==> src/rtl/counter_ctrl_pkg.sv <==
// Shared types for the counter_ctrl block: command codes and FSM state encodings.
package counter_ctrl_pkg;

  // Host command codes carried on ipCmd.
  typedef enum logic [1:0] {
    CMD_STOP       = 2'd0,
    CMD_START_UP   = 2'd1,
    CMD_START_DOWN = 2'd2,
    CMD_LOAD       = 2'd3
  } cmd_e;

  // Run/stop FSM states, visible on opState.
  typedef enum logic [1:0] {
    ST_IDLE = 2'd0,
    ST_UP   = 2'd1,
    ST_DOWN = 2'd2
  } state_e;

endpackage

==> src/rtl/counter_ctrl_if.sv <==
// Command handshake and LED/status bus between a host (master) and counter_ctrl (slave).
interface counter_ctrl_if #(
  parameter int WIDTH = 8
);
  logic [1:0]       ipCmd;
  logic             ipCmdValid;
  logic             opCmdReady;
  logic [WIDTH-1:0] ipLoadValue;
  logic [WIDTH-1:0] opLED;
  logic             opTick;
  logic [1:0]       opState;

  modport master (
    output ipCmd, ipCmdValid, ipLoadValue,
    input  opCmdReady, opLED, opTick, opState
  );

  modport slave (
    input  ipCmd, ipCmdValid, ipLoadValue,
    output opCmdReady, opLED, opTick, opState
  );
endinterface

==> src/rtl/counter_ctrl_tick_gen.sv <==
// Prescaler for counter_ctrl: counts 0..CLK_DIV-1 while enabled, held at 0 otherwise.
// opStep is combinational and marks the edge on which the count should step.
module tick_gen #(
  parameter int CLK_DIV = 50_000_000
) (
  input  logic ipClk,
  input  logic ipReset,
  input  logic ipClear,
  input  logic ipEnable,
  output logic opStep
);
  localparam int PW = $clog2(CLK_DIV);
  localparam logic [PW-1:0] LAST = PW'(CLK_DIV - 1);

  logic [PW-1:0] cnt_q, cnt_d;
  logic          at_last;

  assign at_last = (cnt_q == LAST);
  assign opStep  = ipEnable && at_last;

  // Next prescaler value: clear wins, idle holds at zero, running wraps at LAST.
  always_comb begin
    cnt_d = '0;
    if (!ipClear && ipEnable && !at_last) begin
      cnt_d = cnt_q + PW'(1);
    end
  end

  // Prescaler register.
  always_ff @(posedge ipClk or negedge ipReset) begin
    // NOTE: non-blocking so every flop samples pre-edge values regardless of block order.
    if (!ipReset) cnt_q <= '0;
    else          cnt_q <= cnt_d;
  end
endmodule

==> src/rtl/counter_ctrl.sv <==
// Run/stop controller and step scheduler for the LED counter.
// Optional feature: define COUNTER_CTRL_PINGPONG_EN to reverse direction at the
// count limits instead of wrapping.
module counter_ctrl
  import counter_ctrl_pkg::*;
#(
  parameter int CLK_DIV = 50_000_000,
  parameter int WIDTH   = 8
) (
  input  logic          ipClk,
  input  logic          ipReset,
  counter_ctrl_if.slave bus
);
  localparam logic [WIDTH-1:0] CNT_MAX = {WIDTH{1'b1}};

  state_e           state_q, state_d;
  logic [WIDTH-1:0] count_q, count_d;
  logic             tick_q, tick_d;
  logic             ready_q, ready_d;
  logic             accept;
  logic             step;
  cmd_e             cmd;

  assign cmd    = cmd_e'(bus.ipCmd);
  assign accept = bus.ipCmdValid && ready_q;

  tick_gen #(.CLK_DIV(CLK_DIV)) u_tick_gen (
    .ipClk    (ipClk),
    .ipReset  (ipReset),
    .ipClear  (accept),
    .ipEnable (state_q != ST_IDLE),
    .opStep   (step)
  );

  // Next-state: an accepted command overrides any step on the same edge.
  always_comb begin
    // NOTE: every next-state signal gets a default first so no path infers a latch.
    state_d = state_q;
    count_d = count_q;
    tick_d  = 1'b0;
    ready_d = 1'b1;
    if (accept) begin
      ready_d = 1'b0;
      unique case (cmd)
        CMD_STOP:       state_d = ST_IDLE;
        CMD_START_UP:   state_d = ST_UP;
        CMD_START_DOWN: state_d = ST_DOWN;
        CMD_LOAD: begin
          count_d = bus.ipLoadValue;
          state_d = ST_IDLE;
        end
      endcase
    end else if (step) begin
      tick_d = 1'b1;
      if (state_q == ST_UP) begin
`ifdef COUNTER_CTRL_PINGPONG_EN
        if (count_q == CNT_MAX) begin
          count_d = CNT_MAX - WIDTH'(1);
          state_d = ST_DOWN;
        end else begin
          count_d = count_q + WIDTH'(1);
        end
`else
        count_d = count_q + WIDTH'(1);
`endif
      end else begin
`ifdef COUNTER_CTRL_PINGPONG_EN
        if (count_q == '0) begin
          count_d = WIDTH'(1);
          state_d = ST_UP;
        end else begin
          count_d = count_q - WIDTH'(1);
        end
`else
        count_d = count_q - WIDTH'(1);
`endif
      end
    end
  end

  // State, count, tick and ready registers.
  always_ff @(posedge ipClk or negedge ipReset) begin
    if (!ipReset) begin
      state_q <= ST_IDLE;
      count_q <= '0;
      tick_q  <= 1'b0;
      ready_q <= 1'b0;
    end else begin
      state_q <= state_d;
      count_q <= count_d;
      tick_q  <= tick_d;
      ready_q <= ready_d;
    end
  end

  assign bus.opCmdReady = ready_q;
  assign bus.opLED      = count_q;
  assign bus.opTick     = tick_q;
  assign bus.opState    = state_q;

  // Compile-time guard on the prescaler period.
  if (CLK_DIV < 2) begin : g_bad_div
    $error("counter_ctrl: CLK_DIV must be >= 2");
  end
endmodule

==> src/flat_wrapper.sv <==
// flat-port wrapper written by rule: the top's interface ports become plain ports
module counter_ctrl_flat import counter_ctrl_pkg::*;
#(
  parameter int CLK_DIV = 50_000_000,
  parameter int WIDTH   = 8
)
  (ipClk, ipReset, bus_ipCmd, bus_ipCmdValid, bus_ipLoadValue, bus_opCmdReady, bus_opLED, bus_opTick, bus_opState);
  counter_ctrl_if #(.WIDTH(WIDTH)) bus_i ();
  input  logic ipClk;
  input  logic ipReset;
  input wire logic [$bits(bus_i.ipCmd)-1:0] bus_ipCmd;
  input wire logic [$bits(bus_i.ipCmdValid)-1:0] bus_ipCmdValid;
  input wire logic [$bits(bus_i.ipLoadValue)-1:0] bus_ipLoadValue;
  output wire logic [$bits(bus_i.opCmdReady)-1:0] bus_opCmdReady;
  output wire logic [$bits(bus_i.opLED)-1:0] bus_opLED;
  output wire logic [$bits(bus_i.opTick)-1:0] bus_opTick;
  output wire logic [$bits(bus_i.opState)-1:0] bus_opState;
  assign bus_i.ipCmd = bus_ipCmd;
  assign bus_i.ipCmdValid = bus_ipCmdValid;
  assign bus_i.ipLoadValue = bus_ipLoadValue;
  assign bus_opCmdReady = bus_i.opCmdReady;
  assign bus_opLED = bus_i.opLED;
  assign bus_opTick = bus_i.opTick;
  assign bus_opState = bus_i.opState;
  counter_ctrl #(.CLK_DIV(CLK_DIV), .WIDTH(WIDTH)) u_core (.ipClk(ipClk), .ipReset(ipReset), .bus(bus_i));
endmodule
==> config.mk <==
export PLATFORM = sky130hd
export DESIGN_NAME = counter_ctrl_flat
export DESIGN_NICKNAME = d
export VERILOG_FILES = /design/src/rtl/counter_ctrl_pkg.sv /design/src/rtl/counter_ctrl_if.sv /design/src/rtl/counter_ctrl_tick_gen.sv /design/src/rtl/counter_ctrl.sv /design/src/flat_wrapper.sv
export SDC_FILE = /design/constraint.sdc
export NUM_CORES = 1
export LEC_CHECK = 0
export BUFFER_PORTS_ARGS = -buffer_cell sky130_fd_sc_hd__buf_2
export CAP_MARGIN = 40
export CORE_MARGIN = 2
export CORE_UTILIZATION = 30
export CTS_CLUSTER_SIZE = 28
export DETAILED_ROUTE_END_ITERATION = 6
export GPL_TIMING_DRIVEN = 0
export PLACE_DENSITY = 0.53
export SLEW_MARGIN = 15
export SYNTH_ARGS = -nofsm -noshare
export SYNTH_HDL_FRONTEND = slang
export SYNTH_SLANG_ARGS = --single-unit
==> constraint.sdc <==
create_clock -name ipClk -period 2.1 [get_ports ipClk]
set_input_delay 0.105 -clock ipClk [delete_from_list [all_inputs] [get_ports ipClk]]
set_output_delay 0.105 -clock ipClk [all_outputs]
set_load 0.01 [all_outputs]
==> impl_metrics.toml, run 1 <==
[floorplan]
die_width_um = 87.9
floorplan.rows = 30
initial_utilization = 0.311
core_area_um2 = 6790
vert_die_dim_um = 87.9
ios = 25
floorplan.die_area_um2 = 7730

[grt]
antenna_found_initial = 0
overflow = 0
first_pass_grt_wire_length_um = 7690
grt.total_usage = 0.129
vias_in_the_first_global_route = 1634
grt_start_max_net_pins = 22

[synth]
post_synth_main_area_contributors = "sky130_fd_sc_hd__dfrtp_1, sky130_fd_sc_hd__xor2_1, sky130_fd_sc_hd__nor2_1"
yosysWarningCount = 0
yosys.area.top_type_share = 0.450
synth.yosys.seq_area_share = 0.450
yosys.area.top_type = "sky130_fd_sc_hd__dfrtp_1"
synth.avg_cell_area_um2 = 9.43
ys_ff_latch = 38
synth.distinct_cells = 41
syn-cell-area_um2 = 2110
synthCells = 224
syn-num-nets = 246

[power]
post-layout-total-power_mw = 2.51
switching_share = 0.350
power.share.sequential = 0.365
power_leakage_nw = 1.19
cellInternalPower_mw = 1.63
vdd_drop_max_uv = 283
power.net_switching_mw = 0.881
powerDensity_nw_per_um2 = 859
share_comb_of_total_power = 0.426
share_clk_of_total_power = 0.210

[sta]
slew_violations = 0
finalWorstPathRequiredPeriod_ns = 2.11
rsz0062_at_grt = "true"
whs_ns = 0.0627
fmax_ghz = 0.475
final.setup_skew_ns = 0.00755
setup-violations-final = 2
final_total_negative_setup_slack_ns = -0.00772
finalCritPeriodShare = 1.00
hold_viol = 0
fin_ws_ns = -0.00521
tightest_slew_ns = 0.544
relSlewSlack = 0.638

[cells_and_area]
areaGrowthSynthToFinish_pct = 38.6
drive_above_1_share = 0.364
fin_util = 0.431
fill_cells = 673
multi_input_area_um2 = 1360
finalNetCount = 296
final_cell_mix = "sky130_fd_sc_hd__dfrtp_1, sky130_fd_sc_hd__nand2_1, sky130_fd_sc_hd__buf_2"
layout_commonest_cell = "sky130_fd_sc_hd__dfrtp_1"
layout.area.seq_um2 = 953
antenna_cells_inserted = 0

[status]
violations = "setup timing"
result_of_the_run = "finished, violations left"

[clock_tree]
tritoncts_clock_tree = "yes"
path_clk_slew_ns = 0.08
ctsHtreeMaxLevel = 2
clkLatencyLatePin_ns = 0.29
root_buffer = "sky130_fd_sc_hd__clkbuf_8"
clkSinkCount = 38
cts_made_buffers = 5
max-clock-path-buffers = 2

[setup_path]
criticalPathCategory = "reg -> reg"
start_kind = "flop"
cp_data_arrival_time_ns = 2.32
worst_setup_ep_type = "flop"
required_ns = 2.32
timing.critical_path.fanout_max = 8

[route]
wire_per_inst_um = 13.3
via_count = 1761
drt-total-wl_um = 4950
detail-route-antenna-nets = 0
drt_iter0_drc = 35
vias_per_cell = 4.75
remaining_drc_errors = 0
drtPass1Iterations = 4

[job]
max_cap_violations = 0

[place]
dpl.hpwl_um = 3300
buffer_ports.inserted = 24
routabilityCongestion = 0.812

[worst_hold_path]
timing.hold.worst.class = "in -> reg"
==> cell type report <==
cell class	instances	area share
plain buffers	6	0.0205
clock buffers	7	0.0295
clock inverters	1	0.00171
inverters	5	0.00641
multi-input cells	175	0.464
flip-flops and latches	38	0.326
well taps	96	0.0410
repair buffers	43	0.111
==> per-layer routing <==
metal  part of all wire  GRT usage  up-vias
li1                   -          -      869
met1               0.45      0.165      845
met2               0.49      0.207       39
met3              0.043     0.0396        8
met4              0.018     0.0490        0
met5                  0          0        -
==> critical path, stage by stage, from the launching register on <==
cell and delay (ns):
sky130_fd_sc_hd__dfrtp_1 0.39, sky130_fd_sc_hd__nand2b_4 0.23, sky130_fd_sc_hd__ha_4 0.25, sky130_fd_sc_hd__a21oi_4 0.15, sky130_fd_sc_hd__o211ai_1 0.15, sky130_fd_sc_hd__o41ai_2 0.33, sky130_fd_sc_hd__xor2_1 0.14, sky130_fd_sc_hd__o31ai_1 0.26
sky130_fd_sc_hd__o2bb2ai_1 0.14
==> flip-flops by register name (all words and copies together) (netlist names) <==
| signal | count |
|---|---|
| u_core.bus.opTick | 1 |
| u_core.bus.opLED | 8 |
| u_core.u_tick_gen.cnt_q | 26 |
| u_core.bus.opCmdReady | 1 |
| u_core.bus.opState | 2 |
==> path summary, 6_finish.rpt <==
check | startpoint | end | slack [ns] | cells after the start
max | u_core.bus.opState[1]$_DFFE_PN0P_ | u_core.bus.opLED[7]$_DFFE_PN0P_ | -0.005 | 8
min | bus_ipLoadValue[5] | u_core.bus.opLED[5]$_DFFE_PN0P_ | 0.06 | 3
max reg2reg | u_core.bus.opState[1]$_DFFE_PN0P_ | u_core.bus.opLED[7]$_DFFE_PN0P_ | -0.005 | 8
min reg2reg | u_core.bus.opLED[7]$_DFFE_PN0P_ | u_core.bus.opLED[7]$_DFFE_PN0P_ | 0.55 | 2
max in group asynchronous | ipReset | u_core.u_tick_gen.cnt_q[18]$_DFF_PN0_ | 1.28 | 3
min in group asynchronous | ipReset | u_core.bus.opLED[6]$_DFFE_PN0P_ | 0.32 | 2
==> synthesized netlist by cell type, drive strengths merged <==
cell / count
nand4: 5
ha: 8
or2b: 1
or4: 1
nand3: 15
and2: 3
nor3: 4
nand4b: 1
nor4bb: 1
fa: 1
buf: 4
nor2b: 1
o41ai: 1
a21oi: 7
a31oi: 4
o2bb2ai: 1
nand3b: 2
nand2: 28
nor4b: 1
nor2: 37
or3: 1
nor4: 2
o21bai: 2
clkbuf: 2
a21boi: 1
inv: 5
o31ai: 1
nand2b: 2
dfrtp: 38
and3: 4
o211ai: 1
and4: 2
o21ai: 7
mux2: 1
xnor2: 12
xor2: 17
==> power by group through the flow <==
stage	sequential (mW)	combinational, mW	clock, mW
finish	0.917	1.07	0.527
global route	0.934	1.19	0.577
CTS	0.889	0.824	0.540
detailed placement	0.905	0.767	0
global placement	0.904	0.746	0
floorplan	0.925	0.525	0
==> cell families after synthesis <==
group,count (synthesis),share of synthesized area
simple gates,111,0.259
flops,38,0.450
xor+xnor,29,0.120
compound gates,25,0.0794
buf+inv,11,0.0284
fa+ha+maj,9,0.0569
mux,1,0.00533
==> timing repair <==
| action | in CTS | in global routing |
|---|---|---|
| hold buffers | 1 | 0 |
| gates resized for setup | 12 | 53 |
| cloned | 0 | 3 |
| setup endpoints to repair | 29 | 29 |
| pin swaps | 7 | 20 |
| endpoints found under the hold margin | 20 | 0 |
| setup buffers | 8 | 6 |
==> metrics by stage <==
| stage | cell area, um^2 | instances | setup WS [ns] |
|---|---|---|---|
| after detailed placement | 2380 | 345 | -0.350 |
| after floorplan | 2120 | 224 | 0.0148 |
| final | 2930 | 371 | -0.00521 |
| after CTS | 2610 | 362 | -0.0470 |
| after global placement | 2360 | 344 | -0.298 |
| after global routing | 2930 | 371 | -0.109 |
No activity file was read; power rests on OpenSTA's default activity.
==> run 2: changes to the inputs <==
ABC_AREA = 1   (was unset)
==> run 2 against run 1 <==
The run now ends clean. Clock power rose by 21%. Core utilization fell by 7.6 points. Highest routed layer unchanged. Largest power group is now registers. Fmax rose by 14%.
==> impl_metrics.toml, run 2 <==
[status]
result_of_the_run = "finished clean"

[setup_path]
required_ns = 2.29
criticalPathCategory = "reg -> reg"
cp_top_family = "simple AND/OR/NAND/NOR gates"
cp_data_arrival_time_ns = 2.04
start_kind = "flop"
crit_path_max_incr_delay_ns = 0.45
worstPathCellList = "inv_1 > nand2_2 > fa_1 > nand2_1 > nand3_1 > nand3_1 > nand3_1 > nand3_1 > nand2_1 > nand2_1 > nand2_1"
worst_setup_ep_type = "flop"
crit_path_top_delay_cell = "sky130_fd_sc_hd__fa_1"
worstPathBufferInverterCount = 1
timing.critical_path.fanout_max = 9

[route]
met2_layer_wire_length_in_the_routed_design_um = 2660
detail-route-antenna-nets = 0
wire_per_inst_um = 11.5
highest_layer = "met4"
drt-met1-wl_um = 2780
via_count = 2200
drtPass1Iterations = 4
drt-total-wl_um = 5640
vias_per_cell = 4.47
remaining_drc_errors = 0
detailroute.wirelength.met3_um = 160
drt_iter0_drc = 69

[synth]
synth-compound-area-share = 0.0252
synth_edf_count = 0
ys_ff_latch = 38
yosysWarningCount = 0
syn-cell-area_um2 = 2480
yosys.area.top_type = "sky130_fd_sc_hd__dfrtp_1"
synth-async-reset-ratio = 1.00
post_synth_main_area_contributors = "sky130_fd_sc_hd__dfrtp_1, sky130_fd_sc_hd__nand2_1, sky130_fd_sc_hd__nor2_1"
post_synth_mux_area_share = 0
synth.yosys.seq_area_share = 0.383
synth.top_cells.by_count = "sky130_fd_sc_hd__nand2_1, sky130_fd_sc_hd__nor2_1, sky130_fd_sc_hd__inv_1"
synth.most_common_cell = "sky130_fd_sc_hd__nand2_1"
synthFlopType = "sky130_fd_sc_hd__dfrtp_1"
synth_area_in_simple_gates = 0.430
synth.avg_cell_area_um2 = 7.02
synth.distinct_cells = 31
syn-num-nets = 376
adder_cell_fraction_of_synth_area = 0.0483
yosys.area.top_type_share = 0.383
synthCells = 354
synthXorXnorAreaFrac = 0.0282
largest_family_of_logic_cells_by_synthesized_area = "simple AND/OR/NAND/NOR gates"

[power]
vdd_drop_max_uv = 400
power_leakage_nw = 1.40
powerDensity_nw_per_um2 = 813

[worst_hold_path]
timing.hold.worst.class = "in -> reg"

[floorplan]
floorplan.die_area_um2 = 9030
die_width_um = 95.0
initial_utilization = 0.305
ios = 25
floorplan.rows = 33
vert_die_dim_um = 95.0
core_area_um2 = 8130

[clock_tree]
cts_setup_buffers = 0
root_buffer = "sky130_fd_sc_hd__clkbuf_8"
tritoncts_clock_tree = "yes"
clkSinkCount = 38
cts_made_buffers = 5
path_clk_slew_ns = 0.08
ctsHtreeMaxLevel = 2
clkLatencyLatePin_ns = 0.29
max-clock-path-buffers = 2

[sta]
final_total_negative_setup_slack_ns = 0
tightest_slew_ns = 0.524
hold_viol = 0
relSlewSlack = 0.648
finalCritPeriodShare = 0.882
rsz0062_at_grt = "false"
fin_ws_ns = 0.249
slew_violations = 0
fmax_ghz = 0.540
finalWorstPathRequiredPeriod_ns = 1.85
setup-violations-final = 0
final.setup_skew_ns = 0.00736

[cells_and_area]
fill_cells = 873
finalNetCount = 409
register_bank_with_the_most_flops = "u_core.u_tick_gen.cnt_q"
finalNonFillerCells = 492
final_cell_mix = "sky130_fd_sc_hd__nand2_1, sky130_fd_sc_hd__nor2_1, sky130_fd_sc_hd__inv_1"
areaGrowthSynthToFinish_pct = 16.3
largest_register_ffs = 26
antenna_cells_inserted = 0
drive_above_1_share = 0.150
layout_commonest_cell = "sky130_fd_sc_hd__nand2_1"

[place]
placed_cells_incl_taps = 484
buffer_ports.inserted = 24
routabilityCongestion = 0.857
dpl.hpwl_um = 4550
place_worst_setup_slack_ns = 0.134

[job]
max_cap_violations = 0

[grt]
first_pass_grt_wire_length_um = 10000
overflow = 0
grt.total_usage = 0.141
antenna_found_initial = 0
vias_in_the_first_global_route = 2242
grt_start_max_net_pins = 22
## run 2: cell count changes after synthesis, moves of 4 or more
cell and change:
sky130_fd_sc_hd__nand3_1 +15, sky130_fd_sc_hd__xor2_1 -12, sky130_fd_sc_hd__inv_1 +40, sky130_fd_sc_hd__xnor2_1 -9, sky130_fd_sc_hd__nand2_1 +96, sky130_fd_sc_hd__and3_1 -4, sky130_fd_sc_hd__nor2_1 +9, sky130_fd_sc_hd__nor3b_1 +4
## run 2: timing repair
item	CTS	global route
endpoints found under the setup margin	0	4
resized for setup	0	1
hold buffers	1	0
hold endpoints to repair	17	0
## run 2: cell type report
class	instances	area, um^2	share of cell area
well taps	105	131	0.0455
inverters	49	186	0.0645
plain buffers	3	26.3	0.00909
multi-input cells	264	1320	0.458
clock buffers	6	82.6	0.0286
clock inverters	1	30.0	0.0104
repair buffers	26	158	0.0546
flip-flops and latches	38	951	0.329
## run 2: report_power, final
group | total (mW) | switching [mW] | leakage [nW] | internal [mW]
combinational | 0.830 | 0.492 | 0.832 | 0.338
clock | 0.638 | 0.258 | 0.0573 | 0.380
sequential | 0.880 | 0.0759 | 0.513 | 0.805
total | 2.35 | 0.825 | 1.40 | 1.52
## run 2: kinds of logic after synthesis
kind of cell,Yosys count
compound gates,12
xor+xnor,8
fa+ha+maj,9
buf+inv,52
flops,38
simple gates,235
## run 2: worst paths after layout
path                                                 startpoint                               endpoint  slack (ns)  depth (start not counted)
setup / recovery              u_core.bus.opState[1]$_DFFE_PN0P_        u_core.bus.opLED[6]$_DFFE_PN0P_        0.25                         11
hold / removal                                     bus_ipCmd[0]      u_core.bus.opState[1]$_DFFE_PN0P_        0.03                          2
setup reg to reg              u_core.bus.opState[1]$_DFFE_PN0P_        u_core.bus.opLED[6]$_DFFE_PN0P_        0.25                         11
hold reg to reg            u_core.u_tick_gen.cnt_q[0]$_DFF_PN0_   u_core.u_tick_gen.cnt_q[0]$_DFF_PN0_        0.46                          1
max in group asynchronous                               ipReset        u_core.bus.opLED[2]$_DFFE_PN0P_        1.34                          3
min in group asynchronous                               ipReset  u_core.u_tick_gen.cnt_q[10]$_DFF_PN0_        0.30                          2
## run 2: per-stage QoR
| step | power (mW) | util | cell area [um^2] | hold WS [ns] |
|---|---|---|---|---|
| 2_1_floorplan | 1.50 | - | 2480 | -0.191 |
| 3_3_place_gp | 1.71 | 0.336 | 2740 | 0.283 |
| 3_5_place_dp | 1.73 | 0.340 | 2760 | 0.0869 |
| 4_1_cts | 2.39 | 0.355 | 2890 | 0.0163 |
| 5_1_grt | 2.58 | 0.355 | 2890 | 0.0400 |
| 6_report | 2.35 | 0.355 | 2890 | 0.0254 |
## run 2: layer usage
| layer | vias up | GRT usage |
|---|---|---|
| met5 | - | 0 |
| met4 | 0 | 0.0302 |
| met3 | 4 | 0.0277 |
| met2 | 28 | 0.246 |
| met1 | 1008 | 0.181 |
| li1 | 1160 | - |
